File: config.mk
export PLATFORM = sky130hd
export DESIGN_NAME = bitserial_mac_sequencer_flat
export DESIGN_NICKNAME = d
export VERILOG_FILES = /design/src/rtl/bitserial_mac_sequencer_if.sv /design/src/rtl/bitserial_mac_sequencer.sv /design/src/flat_wrapper.sv
export SDC_FILE = /design/constraint.sdc
export NUM_CORES = 1
export LEC_CHECK = 0
export CORE_MARGIN = 2
export CORE_UTILIZATION = 40
export CTS_CLUSTER_DIAMETER = 40
export DETAILED_ROUTE_END_ITERATION = 8
export PLACE_DENSITY = 0.68
export SLEW_MARGIN = 20
export SYNTH_ARGS = -nofsm -noshare
export SYNTH_HDL_FRONTEND = slang
export SYNTH_SLANG_ARGS = --single-unit
File: constraint.sdc
create_clock -name clk -period 3.5 [get_ports clk]
set_clock_uncertainty 0.15 [all_clocks]
set_input_delay 0.7 -clock clk [delete_from_list [all_inputs] [get_ports clk]]
set_output_delay 0.7 -clock clk [all_outputs]
set_load 0.05 [all_outputs]
File: src/rtl/bitserial_mac_sequencer_if.sv
// bitserial_mac_sequencer_if: stream, config and MAC-side signals of the sequencer.
// master is the environment (operand source, MAC, result sink); slave is the sequencer.
interface bitserial_mac_sequencer_if #(parameter int ACC_W = 24, parameter int LEN_W = 8);
   logic             start;
   logic [1:0]       cfg_prec;
   logic [LEN_W-1:0] cfg_len;
   logic             busy;
   logic             in_valid;
   logic [7:0]       in_act;
   logic [7:0]       in_wgt;
   logic             in_ready;
   logic             mac_rstn;
   logic             mac_en;
   logic [1:0]       mac_prec;
   logic [7:0]       mac_act;
   logic [7:0]       mac_wgt;
   logic [15:0]      mac_product;
   logic             out_valid;
   logic [ACC_W-1:0] out_data;
   logic             out_ready;
   modport master (
      output start, cfg_prec, cfg_len, in_valid, in_act, in_wgt, mac_product, out_ready,
      input  busy, in_ready, mac_rstn, mac_en, mac_prec, mac_act, mac_wgt, out_valid, out_data
   );
   modport slave (
      input  start, cfg_prec, cfg_len, in_valid, in_act, in_wgt, mac_product, out_ready,
      output busy, in_ready, mac_rstn, mac_en, mac_prec, mac_act, mac_wgt, out_valid, out_data
   );
endinterface

File: src/rtl/bitserial_mac_sequencer.sv
// bitserial_mac_sequencer: drives a bit-serial MAC over a vector of operand pairs
// and accumulates the sign-extended products into a dot product.
module bitserial_mac_sequencer #(parameter int ACC_W = 24, parameter int LEN_W = 8) (
   input logic clk,
   input logic rstn,
   bitserial_mac_sequencer_if.slave bus
);
   typedef enum logic [2:0] {S_IDLE, S_LOAD, S_RUN, S_CAPTURE, S_DONE} state_t;
   state_t           r_state, w_next;
   logic [ACC_W-1:0] r_acc;
   logic [LEN_W-1:0] r_pairs_left;
   logic [2:0]       r_bitcnt;
   logic [1:0]       r_prec;
   logic [7:0]       r_act, r_wgt;
   logic [2:0]       w_last;
   logic [ACC_W-1:0] w_prod_ext;
   assign w_last     = r_prec == 2'b00 ? 3'd7 : r_prec == 2'b01 ? 3'd3 : 3'd1;
   assign w_prod_ext = ACC_W'($signed(bus.mac_product));
   always_ff @(posedge clk) begin
      if (!rstn) begin
         r_state      <= S_IDLE;
         r_acc        <= '0;
         r_pairs_left <= '0;
         r_bitcnt     <= '0;
         r_prec       <= '0;
         r_act        <= '0;
         r_wgt        <= '0;
      end else begin
         r_state <= w_next;
         case (r_state)
            S_IDLE: if (bus.start) begin
               r_prec       <= bus.cfg_prec == 2'b11 ? 2'b01 : bus.cfg_prec;
               r_pairs_left <= bus.cfg_len;
               r_acc        <= '0;
            end
            S_LOAD: if (bus.in_valid) begin
               r_act    <= bus.in_act;
               r_wgt    <= bus.in_wgt;
               r_bitcnt <= '0;
            end
            S_RUN: r_bitcnt <= r_bitcnt + 3'd1;
            S_CAPTURE: begin
               r_acc        <= r_acc + w_prod_ext;
               r_pairs_left <= r_pairs_left - LEN_W'(1);
            end
            default: ;
         endcase
      end
   end
   // The MAC counter is never cleared between pairs, so RUN must last exactly L cycles.
   always_comb begin
      w_next        = r_state;
      bus.busy      = r_state != S_IDLE;
      bus.in_ready  = r_state == S_LOAD;
      bus.mac_rstn  = r_state != S_IDLE;
      bus.mac_en    = r_state == S_RUN;
      bus.out_valid = r_state == S_DONE;
      bus.mac_prec  = r_prec;
      bus.mac_act   = r_act;
      bus.mac_wgt   = r_wgt;
      bus.out_data  = r_acc;
      case (r_state)
         S_IDLE:    if (bus.start) w_next = bus.cfg_len == '0 ? S_DONE : S_LOAD;
         S_LOAD:    if (bus.in_valid) w_next = S_RUN;
         S_RUN:     if (r_bitcnt == w_last) w_next = S_CAPTURE;
         S_CAPTURE: w_next = r_pairs_left == LEN_W'(1) ? S_DONE : S_LOAD;
         S_DONE:    if (bus.out_ready) w_next = S_IDLE;
         default:   w_next = S_IDLE;
      endcase
   end
endmodule

File: src/flat_wrapper.sv
// flat-port wrapper written by rule: the top's interface ports become plain ports
module bitserial_mac_sequencer_flat 
#(parameter int ACC_W = 24, parameter int LEN_W = 8)
  (clk, rstn, bus_start, bus_cfg_prec, bus_cfg_len, bus_in_valid, bus_in_act, bus_in_wgt, bus_mac_product, bus_out_ready, bus_busy, bus_in_ready, bus_mac_rstn, bus_mac_en, bus_mac_prec, bus_mac_act, bus_mac_wgt, bus_out_valid, bus_out_data);
  bitserial_mac_sequencer_if #(.ACC_W(ACC_W), .LEN_W(LEN_W)) bus_i ();
  input logic clk;
  input logic rstn;
  input wire logic [$bits(bus_i.start)-1:0] bus_start;
  input wire logic [$bits(bus_i.cfg_prec)-1:0] bus_cfg_prec;
  input wire logic [$bits(bus_i.cfg_len)-1:0] bus_cfg_len;
  input wire logic [$bits(bus_i.in_valid)-1:0] bus_in_valid;
  input wire logic [$bits(bus_i.in_act)-1:0] bus_in_act;
  input wire logic [$bits(bus_i.in_wgt)-1:0] bus_in_wgt;
  input wire logic [$bits(bus_i.mac_product)-1:0] bus_mac_product;
  input wire logic [$bits(bus_i.out_ready)-1:0] bus_out_ready;
  output wire logic [$bits(bus_i.busy)-1:0] bus_busy;
  output wire logic [$bits(bus_i.in_ready)-1:0] bus_in_ready;
  output wire logic [$bits(bus_i.mac_rstn)-1:0] bus_mac_rstn;
  output wire logic [$bits(bus_i.mac_en)-1:0] bus_mac_en;
  output wire logic [$bits(bus_i.mac_prec)-1:0] bus_mac_prec;
  output wire logic [$bits(bus_i.mac_act)-1:0] bus_mac_act;
  output wire logic [$bits(bus_i.mac_wgt)-1:0] bus_mac_wgt;
  output wire logic [$bits(bus_i.out_valid)-1:0] bus_out_valid;
  output wire logic [$bits(bus_i.out_data)-1:0] bus_out_data;
  assign bus_i.start = bus_start;
  assign bus_i.cfg_prec = bus_cfg_prec;
  assign bus_i.cfg_len = bus_cfg_len;
  assign bus_i.in_valid = bus_in_valid;
  assign bus_i.in_act = bus_in_act;
  assign bus_i.in_wgt = bus_in_wgt;
  assign bus_i.mac_product = bus_mac_product;
  assign bus_i.out_ready = bus_out_ready;
  assign bus_busy = bus_i.busy;
  assign bus_in_ready = bus_i.in_ready;
  assign bus_mac_rstn = bus_i.mac_rstn;
  assign bus_mac_en = bus_i.mac_en;
  assign bus_mac_prec = bus_i.mac_prec;
  assign bus_mac_act = bus_i.mac_act;
  assign bus_mac_wgt = bus_i.mac_wgt;
  assign bus_out_valid = bus_i.out_valid;
  assign bus_out_data = bus_i.out_data;
  bitserial_mac_sequencer #(.ACC_W(ACC_W), .LEN_W(LEN_W)) u_core (.clk(clk), .rstn(rstn), .bus(bus_i));
endmodule
==> results of run 1 <==
power by group through the flow:
stage	clock (W)	combinational, W	sequential [W]
2_1_floorplan	0	0.000215	0.000756
3_3_place_gp	0	0.000405	0.000708
3_5_place_dp	0	0.000410	0.000709
4_1_cts	0.000404	0.000413	0.000695
5_1_grt	0.000422	0.000449	0.000700
6_report	0.000380	0.000412	0.000695
synthesized netlist by cell type, drive strengths merged (3+ instances only):
cell type | number | share of area, %
nor2 | 36 | 4.0
nand3 | 27 | 4.0
a211oi | 3 | 0.66
nor3 | 9 | 1.3
nand4 | 3 | 0.55
a21o | 10 | 2.2
a31oi | 8 | 1.5
o211ai | 4 | 1.0
and3 | 3 | 0.55
nand2b | 4 | 0.73
and2 | 3 | 0.55
or3 | 4 | 0.73
dfxtp | 56 | 33
ha | 26 | 9.5
a221oi | 3 | 0.95
clkbuf | 16 | 1.8
nand2 | 74 | 8.2
inv | 12 | 1.3
buf | 6 | 1.2
xor2 | 9 | 2.3
a21oi | 56 | 8.3
xnor2 | 10 | 2.6
nor4 | 3 | 0.55
o21ai | 20 | 3.2
a2111oi | 3 | 0.77
cells in the final DEF, fill, tap and decap left out, drive strengths merged, types with 3 or more instances in the layout:
cell type | Yosys | routed
nand2b | 4 | 4
or3 | 4 | 4
a31oi | 8 | 8
and2 | 3 | 3
a221oi | 3 | 3
a2111oi | 3 | 3
buf | 6 | 9
inv | 12 | 13
nor3 | 9 | 9
ha | 26 | 26
dfxtp | 56 | 56
nand2 | 74 | 74
nand4 | 3 | 3
clkbuf | 16 | 5
xor2 | 9 | 9
a21o | 10 | 10
o211ai | 4 | 4
o21ai | 20 | 20
nor2 | 36 | 36
clkdlybuf4s50 | 0 | 93
a21oi | 56 | 56
and3 | 3 | 3
nand3 | 27 | 27
a211oi | 3 | 3
nor4 | 3 | 3
xnor2 | 10 | 10
registers in the layout, summed over array words and instances (netlist names):
register	flops
u_core.bus.mac_wgt	8
u_core.bus.mac_act	8
u_core.r_pairs_left	8
u_core.r_state	3
u_core.r_bitcnt	3
u_core.bus.mac_prec	2
u_core.bus.out_data	24
path summary, 6_finish.rpt:
| kind | from | to | slack, ps |
|---|---|---|---|
| max | bus_mac_product[0] | u_core.bus.out_data[20] | 510 |
| min | u_core.bus.mac_wgt[3] | u_core.bus.mac_wgt[3] | 310 |
| max reg2reg | u_core.bus.out_data[2] | u_core.bus.out_data[17] | 960 |
| min reg2reg | u_core.bus.mac_wgt[3] | u_core.bus.mac_wgt[3] | 310 |
logic make-up after synthesis:
family	Yosys count	synth area share (%)
adders and majority gates	27	10.1
and+or+nand+nor	177	23.5
AOI/OAI and AO/OA	126	23.8
xor gates and xnor gates	19	4.88
buffers and inverters	35	4.44
muxes	1	0.294
DFF	56	32.9
per-stage QoR:
stage	setup slack, ps	power, W
after floorplan	778	0.000971
after global placement	232	0.00111
after detailed placement	175	0.00112
after CTS	520	0.00151
after global routing	300	0.00157
final	514	0.00149
worst max-delay path, stage by stage:
cell	delay [ps]
clkdlybuf4s50_1	470
ha_1	190
fa_1	210
a21oi_1	100
o311a_4	330
o31ai_2	290
a21oi_2	110
o21ai_2	210
a221oi_2	90
or3_1	310
nand3_1	80
layout make-up:
class / instances / area, um2
multi-input combinational: 350 / 2130
fill: 791 / 3690
timing repair buffer: 102 / 998
tap: 105 / 131
clock inverter: 3 / 27.5
sequential: 56 / 1120
clock buffer: 5 / 68.8
inverter: 13 / 48.8
routing by layer:
layer / routed length, um / part of all wire, % / global-route usage [%] / up-vias
li1: - / - / - / 1745
met2: 4120 / 46 / 32.5 / 99
met1: 4280 / 48 / 26.2 / 1565
met5: 0 / 0 / 0 / -
met4: 117 / 1.3 / 5.87 / 0
met3: 472 / 5.2 / 3.29 / 13
==> summary.md, run 1 <==
| Metric | Value |
|---|---|
| Placed Instances | 626 |
| Antenna Cells | 0 |
| CTS max path bufs | 2 |
| All-layer global routing usage | 19.6% |
| Post-synth EDFFs | 0 |
| Net switching power | 0.000507 W |
| Die height | 96.3 um |
| Sequential element share of the synthesized area | 32.9% |
| Worst r2r path cells | 8 |
| Routability Congestion | 0.872 |
| Synth warn | 0 |
| Nets@finish | 602 |
| CTS tree | done |
| Async set or reset register ratio after synthesis | 0% |
| Post-Route Setup TNS | 0 ps |
| Via Count | 3422 |
| First-pass DRT Iterations | 4 |
| Final period utilization | 85.3% |
| I/O pin cnt | 94 |
| DRC violations left | 0 |
| Hold depth | 2 |
| 1st-iter DRT viols | 93 |
| WL final | 8.99 mm |
| Internal | 0.000980 W |
| Die W | 96.3 um |
| Critical path class | in -> reg |
| Grt total ovfl | 0 |
| PD cells | 328 nW/um2 |
| Startpoint types | primary input |
| Post-Syn Area | 3410 um2 |
| Area of placed instances | 4430 um2 |
| Maxcap violations | 0 |
| Post-route ant nets | 0 |
| Vias/cell | 5.40 |
| Initial core utilization | 41.5% |
| Syn Inst Count | 441 |
| Final Max Tran Viols | 0 |
| Rows | 33 |
| # resized after CTS | 0 |
| DPL Wire Length | 6.66 mm |
| CP max FO | 3 |
| Fmax | 335 MHz |
| Clk_lat worst skew | 320 ps |
| Die ar. | 9270 um2 |
| CTS root buf | clkbuf_8 |
| Slew headroom | 55.3% |
| Worst Setup End Kind | flop |
| Clock power share | 25.6% |
| Critical Path RT | 3620 ps |
| Peak supply drop | 0.163 mV |
| Switching Share | 34.1% |
| WL/cell | 14.2 um |
| Setup-failing EPs final | 0 |
| H-tree depth | 2 |
| Synth Register Bits | 56 |
| Clock-pin transition on the worst setup and hold timing paths | 120 ps |
| Area Growth Syn to Fin | 33.0% |
| Hold WC Path Type | reg -> reg |
| Crit path DAT | 3110 ps |
| Worst Tran Pin Value | 671 ps |
| Non-Filler Instances | 634 |
| Core ar. | 8220 um2 |
| Sequential power share | 46.7% |
| Utilization after layout | 55.1% |
| Layout cells sized above 1 | 5.29% |
| Global-route wire length before repair | 14.7 mm |
| RSZ-0062 raised after global routing | no |
| Vias in the first global route | 3216 |
| Main synth FF type | dfxtp_1 |
| Initial antenna violation count | 0 |
| Combinational group share of total power | 27.7% |
| Fin crit period | 2990 ps |
| Largest net degree at the start of global routing | 39 |
| Postcts setup bufs | 0 |
| Post-synthesis cell type count | 61 |
| Hold_ws | 313 ps |
| CTS Sinks | 56 |
| Status | complete, no violations |
| Leakage | 1.80 nW |
| Fin area | 4530 um2 |
| Count of final hold-check violations | 0 |
| Syn_nets | 515 |
| Hold Buf Count CTS | 0 |
| CTS buffer count | 5 |
| Number of port buffers | 93 |
| Synth Area per Inst | 7.73 um2 |
Power figures use the tool's default switching activity.
==> inputs of run 2 (changes only) <==
--- a/config.mk
+++ b/config.mk
@@ -7,7 +7,7 @@
 export LEC_CHECK = 0
 export CORE_MARGIN = 2
 export CORE_UTILIZATION = 40
-export CTS_CLUSTER_DIAMETER = 40
+export CTS_CLUSTER_DIAMETER = 80
 export DETAILED_ROUTE_END_ITERATION = 8
 export PLACE_DENSITY = 0.68
 export SLEW_MARGIN = 20
==> results of run 2 <==
The final DEF is identical to that of run 1; final timing and power are the same.
